$ cat config.mk
export PLATFORM = sky130hd
export DESIGN_NAME = adder_accum_stream
export DESIGN_NICKNAME = d
export VERILOG_FILES = /design/src/rtl/adder_accum_stream_pkg.sv /design/src/rtl/adder.sv /design/src/rtl/adder_accum_stream.sv
export SDC_FILE = /design/constraint.sdc
export NUM_CORES = 1
export LEC_CHECK = 0
export ABC_AREA = 0
export BUFFER_PORTS_ARGS = -buffer_cell sky130_fd_sc_hd__buf_2
export CAP_MARGIN = 10
export CORE_ASPECT_RATIO = 0.75
export CORE_UTILIZATION = 55
export CTS_CLUSTER_DIAMETER = 100
export DETAILED_ROUTE_END_ITERATION = 10
export PLACE_DENSITY = 0.87
export SETUP_SLACK_MARGIN = 0.02
export SLEW_MARGIN = 20
export SYNTH_ARGS = -nofsm -noshare
export SYNTH_HDL_FRONTEND = slang
export SYNTH_HIERARCHICAL = 1
export SYNTH_SLANG_ARGS = --single-unit
$ cat constraint.sdc
create_clock -name clk -period 4.82 [get_ports clk]
set_clock_uncertainty 0.2 [all_clocks]
set_input_delay 0.964 -clock clk [delete_from_list [all_inputs] [get_ports clk]]
set_output_delay 0.964 -clock clk [all_outputs]
set_load 0.03 [all_outputs]
$ cat src/rtl/adder_accum_stream_pkg.sv
// Shared types and default sizes for the streaming frame accumulator.
package adder_accum_stream_pkg;

  localparam int DEF_WIDTH = 6;
  localparam int DEF_EXT   = 4;
  localparam int DEF_CNT_W = 5;
  localparam int ACC_W     = DEF_WIDTH + DEF_EXT;
  localparam int CNT_MAX   = (1 << DEF_CNT_W) - 1;

  typedef enum logic [1:0] {
    IDLE  = 2'd0,
    ACCUM = 2'd1,
    HOLD  = 2'd2
  } state_t;

endpackage

$ cat src/rtl/adder.sv
// Combinational Kogge-Stone prefix adder: s = a + b, carry out on cout.
module adder #(
  parameter int WIDTH = 6
) (
  input  logic [WIDTH-1:0] a,
  input  logic [WIDTH-1:0] b,
  output logic [WIDTH-1:0] s,
  output logic             cout
);

  logic [WIDTH-1:0] g;
  logic [WIDTH-1:0] p;
  logic [WIDTH-1:0] g_n;
  logic [WIDTH-1:0] p_n;

  // After the prefix levels g[i] is the carry out of bit i.
  always_comb begin
    g   = a & b;
    p   = a ^ b;
    g_n = g;
    p_n = p;
    for (int d = 1; d < WIDTH; d = d * 2) begin
      g_n = g;
      p_n = p;
      for (int i = d; i < WIDTH; i++) begin
        g_n[i] = g[i] | (p[i] & g[i-d]);
        p_n[i] = p[i] & p[i-d];
      end
      g = g_n;
      p = p_n;
    end
    s    = (a ^ b) ^ {g[WIDTH-2:0], 1'b0};
    cout = g[WIDTH-1];
  end

endmodule

$ cat src/rtl/adder_accum_stream.sv
// Sums each valid/ready framed operand stream into a wide accumulator and
// presents one held result (sum, beat count, overflow) per frame.
module adder_accum_stream
  import adder_accum_stream_pkg::*;
#(
  parameter int WIDTH = DEF_WIDTH,
  parameter int EXT   = DEF_EXT,
  parameter int CNT_W = DEF_CNT_W
) (
  input  logic                   clk,
  input  logic                   rst,
  input  logic                   in_valid,
  output logic                   in_ready,
  input  logic [WIDTH-1:0]       in_data,
  input  logic                   in_last,
  output logic                   out_valid,
  input  logic                   out_ready,
  output logic [WIDTH+EXT-1:0]   out_sum,
  output logic [CNT_W-1:0]       out_count,
  output logic                   out_ovf
);

  // Handshake: a beat moves on a rising edge where in_valid && in_ready;
  // a result moves on a rising edge where out_valid && out_ready.
  state_t           state;
  logic [WIDTH-1:0] acc_lo;
  logic [EXT-1:0]   acc_hi;
  logic [CNT_W-1:0] count;
  logic             ovf;
  logic [WIDTH-1:0] sum_lo;
  logic             carry;
  logic             accept;

  adder #(.WIDTH(WIDTH)) u_adder (
    .a    (acc_lo),
    .b    (in_data),
    .s    (sum_lo),
    .cout (carry)
  );

  // in_ready is gated by rst so it drops while reset is asserted.
  assign in_ready  = (state != HOLD) && !rst;
  assign out_valid = (state == HOLD);
  assign accept    = in_valid && in_ready;

  assign out_sum   = {acc_hi, acc_lo};
  assign out_count = count;
  assign out_ovf   = ovf;

  always_ff @(posedge clk or posedge rst) begin
    if (rst) begin
      state  <= IDLE;
      acc_lo <= '0;
      acc_hi <= '0;
      count  <= '0;
      ovf    <= 1'b0;
    end else begin
      case (state)
        IDLE, ACCUM: begin
          if (accept) begin
            acc_lo <= sum_lo;
            acc_hi <= acc_hi + EXT'(carry);
            if (carry && (&acc_hi)) ovf <= 1'b1;
            if (!(&count)) count <= count + CNT_W'(1);
            state <= in_last ? HOLD : ACCUM;
          end
        end
        HOLD: begin
          if (out_ready) begin
            state  <= IDLE;
            acc_lo <= '0;
            acc_hi <= '0;
            count  <= '0;
            ovf    <= 1'b0;
          end
        end
        default: state <= IDLE;
      endcase
    end
  end

endmodule

==> metrics.md <==
| Metric | Value |
|---|---|
| Most used DFF post-synth | `sky130_fd_sc_hd__dfrtp_1` |
| Number of iterations in the first detailed-routing pass | `4` |
| Count of instances resized after the clock tree is built | `0` |
| Required time of the worst setup path | `~4.8 ns` |
| Leading cell types by total area after synthesis | `sky130_fd_sc_hd__dfrtp_1 (42%), sky130_fd_sc_hd__ha_1 (12%), sky130_fd_sc_hd__a22o_1 (9.0%)` |
| Initial antenna violation count | `0` |
| TritonCTS clock tree | `yes` |
| Most used cell, CP | `sky130_fd_sc_hd__ha_1` |
| Total clock buffers created by CTS | `3` |
| Setup slack after placement | `roughly 1.5 ns` |
| Sort of element at the start of the critical path | `input port` |
| Buffer type at the clock tree root | `sky130_fd_sc_hd__clkbuf_4` |
| Final worst hold slack | `0.323 ns` |
| VDD IR max | `around 0.4 mV` |
| Final clock period utilization by the worst path | `0.629` |
| Sink Count | `18` |
| Most area-hungry cell type in the Yosys netlist | `sky130_fd_sc_hd__dfrtp_1` |
| Total negative slack for setup checks | `0 ns` |
| Cells after DPL | `approximately 140` |
| Startpoint of the most critical hold path | `acc_hi[3]$_DFFE_PP0P_` |
| Post-layout total power | `~740 uW` |
| Static Leakage | `about 0.00068 uW` |
| Worst setup EP type | `flip-flop` |
| Clock input transition at the sequential cells of the worst setup and hold paths | `roughly 0.1 ns` |
| Minimum setup slack in the final design | `1.79 ns` |
| FF-to-FF End | `acc_hi[2]$_DFFE_PP0P_` |
| Instance count along the most critical hold path | `1` |
| Type of the worst min-delay path | `flip-flop to flip-flop` |
| Number of nets with antenna violations after detailed routing | `0` |
| Number of failing setup endpoints in the final timing report | `0` |
| Peak Freq | `330 MHz` |
| Overall routed net length | `around 2300 microns` |
| Cell Area, Synth | `roughly 1100 sq um` |
| Number of distinct standard cells referenced by the synthesized netlist | `34` |
| Port-buffer cells | `28` |
| Net count of the finished layout | `around 150` |
| Worst-case reg-to-reg path depth | `12` |
| Hold Buf Count CTS | `0` |
| Status | `completed` |
| #FFs+latches synth | `18` |
| Number of flops mapped to enable cells by yosys | `0` |
| Tightest Pin Transition | `0.766 ns` |
| Path type of the worst setup path | `input port to flip-flop` |
| Starting density of the core | `0.601` |
| Number of buffers between clock root and the deepest sink | `2` |
| Power density relative to cell area | `589 nW/um^2` |
| Max capacitance violation total | `0` |
| Layout overhead on the synthesized area | `18.7%` |
| Synth warn | `6` |
| Max-slew violation count | `0` |
| Min-Delay Endpoint | `acc_hi[3]$_DFFE_PP0P_` |
| Die outline height | `around 40 microns` |
| Critical Path, Cell by Cell | `buf_2, ha_1, inv_1, fa_1, nor2b_4, o31a_2, o21ai_2, nand2b_1, ha_1, ha_1, and4bb_2, xnor2_1, nor2_1` |
| Overall global routing resource usage | `0.246` |
| Wire length of the first global-routing pass | `around 3600 microns` |
| Final Hold Violating Endpoints | `0` |
| Min Tclk post-route | `~3.0 ns` |
| Post-synthesis sequential area ratio | `0.423` |
| Die width | `52.8 microns` |
| Critical R2R Launch | `acc_lo[0]$_DFFE_PP0P_` |
| CORE AREA | `approximately 1800 sq um` |
| Via count of the first global-routing pass | `just under 800` |
| # Post-CTS Setup Buffers | `0` |
| R2R Setup Slk | `~2.1 ns` |
| DR iter-0 viols | `17` |
| Cell at the slowest stage of the critical path | `sky130_fd_sc_hd__o31a_2` |
| Floorplan die area | `~2100 sq um` |
| Worst-skew pair later-pin latency | `approximately 0.3 ns` |
| H-Tree Level Count | `1` |
| Final standard cell count with taps included and fillers excluded | `145` |
| Io pins | `29` |
| Highest cell delay on the worst timing path | `roughly 0.3 ns` |
| Detail Placement HPWL | `approximately 1800 microns` |
| Worst slew margin relative to its limit | `0.487` |
| Maximum fanout encountered on the critical timing path | `3` |
| Fraction of synthesized cell area taken by the top area cell type | `0.423` |
| Setup repair after global routing missed its margin | `false` |
| Arrival time reported for the critical path endpoint | `~3.0 ns` |
| Residual DRC | `0` |
| Synthesized netlist net count | `~110` |
| Vias after detailed routing | `~850` |
| Buffer and inverter count on the worst path | `2` |
| Maximum number of pins on one net before global-route repair | `19` |
| Antenna fix cells | `0` |
| Remaining Overflow, GRT | `0` |
| Gp weighted congestion | `0.720` |
| Kind of cell adding the most delay to the critical path | `adder cells` |
| Gate count after technology mapping | `between 90 and 100` |
| Number of rows created at floorplan | `13` |
| Share of flip-flops with an asynchronous set or reset | `1.00` |
| Average size of a mapped cell | `~12 sq um` |
| DR vias/cell | `just under 6` |
| Layout cells sized above 1 | `0.358` |
| Average routed wire per standard cell | `between 15 and 20 microns` |
-- cell families (layout without fill, tap and decap cells) --
| kind of cell | Yosys count | after routing | synth area share |
|---|---|---|---|
| adder cells (fa/ha/maj) | 11 | 11 | 0.136 |
| XOR/XNOR | 4 | 4 | 0.0329 |
| flip-flops | 18 | 18 | 0.423 |
| multiplexers | 3 | 3 | 0.0293 |
| buffers and inverters | 7 | 38 | 0.0258 |
| AO/OA/AOI/OAI | 27 | 27 | 0.202 |
| AND/OR/NAND/NOR | 22 | 22 | 0.151 |
-- worst reg2reg max path: stages (launching register included) --
cell,delay [ns]
sky130_fd_sc_hd__dfrtp_1,0.41
sky130_fd_sc_hd__ha_1,0.26
sky130_fd_sc_hd__inv_1,0.08
sky130_fd_sc_hd__fa_1,0.25
sky130_fd_sc_hd__nor2b_4,0.06
sky130_fd_sc_hd__o31a_2,0.30
sky130_fd_sc_hd__o21ai_2,0.12
sky130_fd_sc_hd__nand2b_1,0.08
sky130_fd_sc_hd__ha_1,0.21
sky130_fd_sc_hd__ha_1,0.19
sky130_fd_sc_hd__and4bb_2,0.24
sky130_fd_sc_hd__xnor2_1,0.14
sky130_fd_sc_hd__nor2_1,0.06
-- per-layer routing --
layer | routed length, microns | track usage | vias to the layer above
li1 | - | - | 401
met1 | 1050 | 0.321 | 423
met2 | 1170 | 0.408 | 23
met3 | 108 | 0.0795 | 2
met4 | 12 | 0.0461 | 0
met5 | 0 | 0 | -
-- cells in the final DEF, fill, tap and decap left out, types with 2 or more instances in the layout --
master / synthesis / layout
sky130_fd_sc_hd__nor2b_1: 2 / 2
sky130_fd_sc_hd__clkbuf_4: 0 / 3
sky130_fd_sc_hd__nor2_2: 2 / 2
sky130_fd_sc_hd__ha_1: 10 / 10
sky130_fd_sc_hd__xnor2_1: 4 / 4
sky130_fd_sc_hd__a22o_1: 11 / 11
sky130_fd_sc_hd__nor2_1: 5 / 5
sky130_fd_sc_hd__a21oi_1: 3 / 3
sky130_fd_sc_hd__mux2i_1: 2 / 2
sky130_fd_sc_hd__and3_1: 2 / 2
sky130_fd_sc_hd__o21ai_0: 3 / 3
sky130_fd_sc_hd__inv_1: 6 / 6
sky130_fd_sc_hd__nand2_1: 2 / 2
sky130_fd_sc_hd__dfrtp_1: 18 / 18
sky130_fd_sc_hd__nand4_1: 2 / 2
sky130_fd_sc_hd__buf_2: 1 / 28
-- power breakdown --
| group | switching (uW) | internal (uW) | total, uW | leakage [uW] |
|---|---|---|---|---|
| combinational | 236 | 162 | 398 | 0.000429 |
| clock | 48.8 | 46.1 | 95.0 | 0.0000210 |
| sequential | 51.6 | 200 | 252 | 0.000232 |
| total | 336 | 409 | 745 | 0.000682 |
-- cells in the mapped netlist, types with 2 or more instances --
| master | instances |
|---|---|
| sky130_fd_sc_hd__a21oi_1 | 3 |
| sky130_fd_sc_hd__nor2_2 | 2 |
| sky130_fd_sc_hd__nand4_1 | 2 |
| sky130_fd_sc_hd__ha_1 | 10 |
| sky130_fd_sc_hd__dfrtp_1 | 18 |
| sky130_fd_sc_hd__a22o_1 | 11 |
| sky130_fd_sc_hd__mux2i_1 | 2 |
| sky130_fd_sc_hd__o21ai_0 | 3 |
| sky130_fd_sc_hd__nor2_1 | 5 |
| sky130_fd_sc_hd__xnor2_1 | 4 |
| sky130_fd_sc_hd__nor2b_1 | 2 |
| sky130_fd_sc_hd__and3_1 | 2 |
| sky130_fd_sc_hd__nand2_1 | 2 |
| sky130_fd_sc_hd__inv_1 | 6 |
-- how the worst max path moves through the flow --
stage / startpoint / endpoint / slack, ns / cells past startpoint
after floorplan: in_data[0] / acc_hi[2]$_DFFE_PP0P_ / 1.78 / 12
after CTS: in_data[0] / acc_hi[2]$_DFFE_PP0P_ / 1.81 / 13
after detailed placement: in_data[0] / acc_hi[2]$_DFFE_PP0P_ / 1.49 / 13
after global routing: in_data[0] / acc_hi[2]$_DFFE_PP0P_ / 1.75 / 13
after global placement: in_data[0] / acc_hi[2]$_DFFE_PP0P_ / 1.60 / 13
final: in_data[0] / acc_hi[2]$_DFFE_PP0P_ / 1.79 / 13
-- per-stage QoR --
step                instance area (sq um)  utilization
CTS                                  1260        0.713
global placement                     1230        0.693
global route                         1260        0.713
finish                               1260        0.713
detailed placement                   1230        0.693
floorplan                            1070            -
-- flip-flops by register name (all words and copies together) (netlist names) --
register / flops
acc_hi: 4
state: 2
acc_lo: 6
out_ovf: 1
out_count: 5
-- final cells by class --
class                           instances  area, sq um
Clock buffer                            4         36.3
Multi-Input combinational cell         67          588
Inverter                                6         22.5
Timing Repair Buffer                   28          140
Fill cell                             140          508
Tap cell                               22         27.5
Sequential cell                        18          450
No activity file was read; power rests on OpenSTA's default activity.
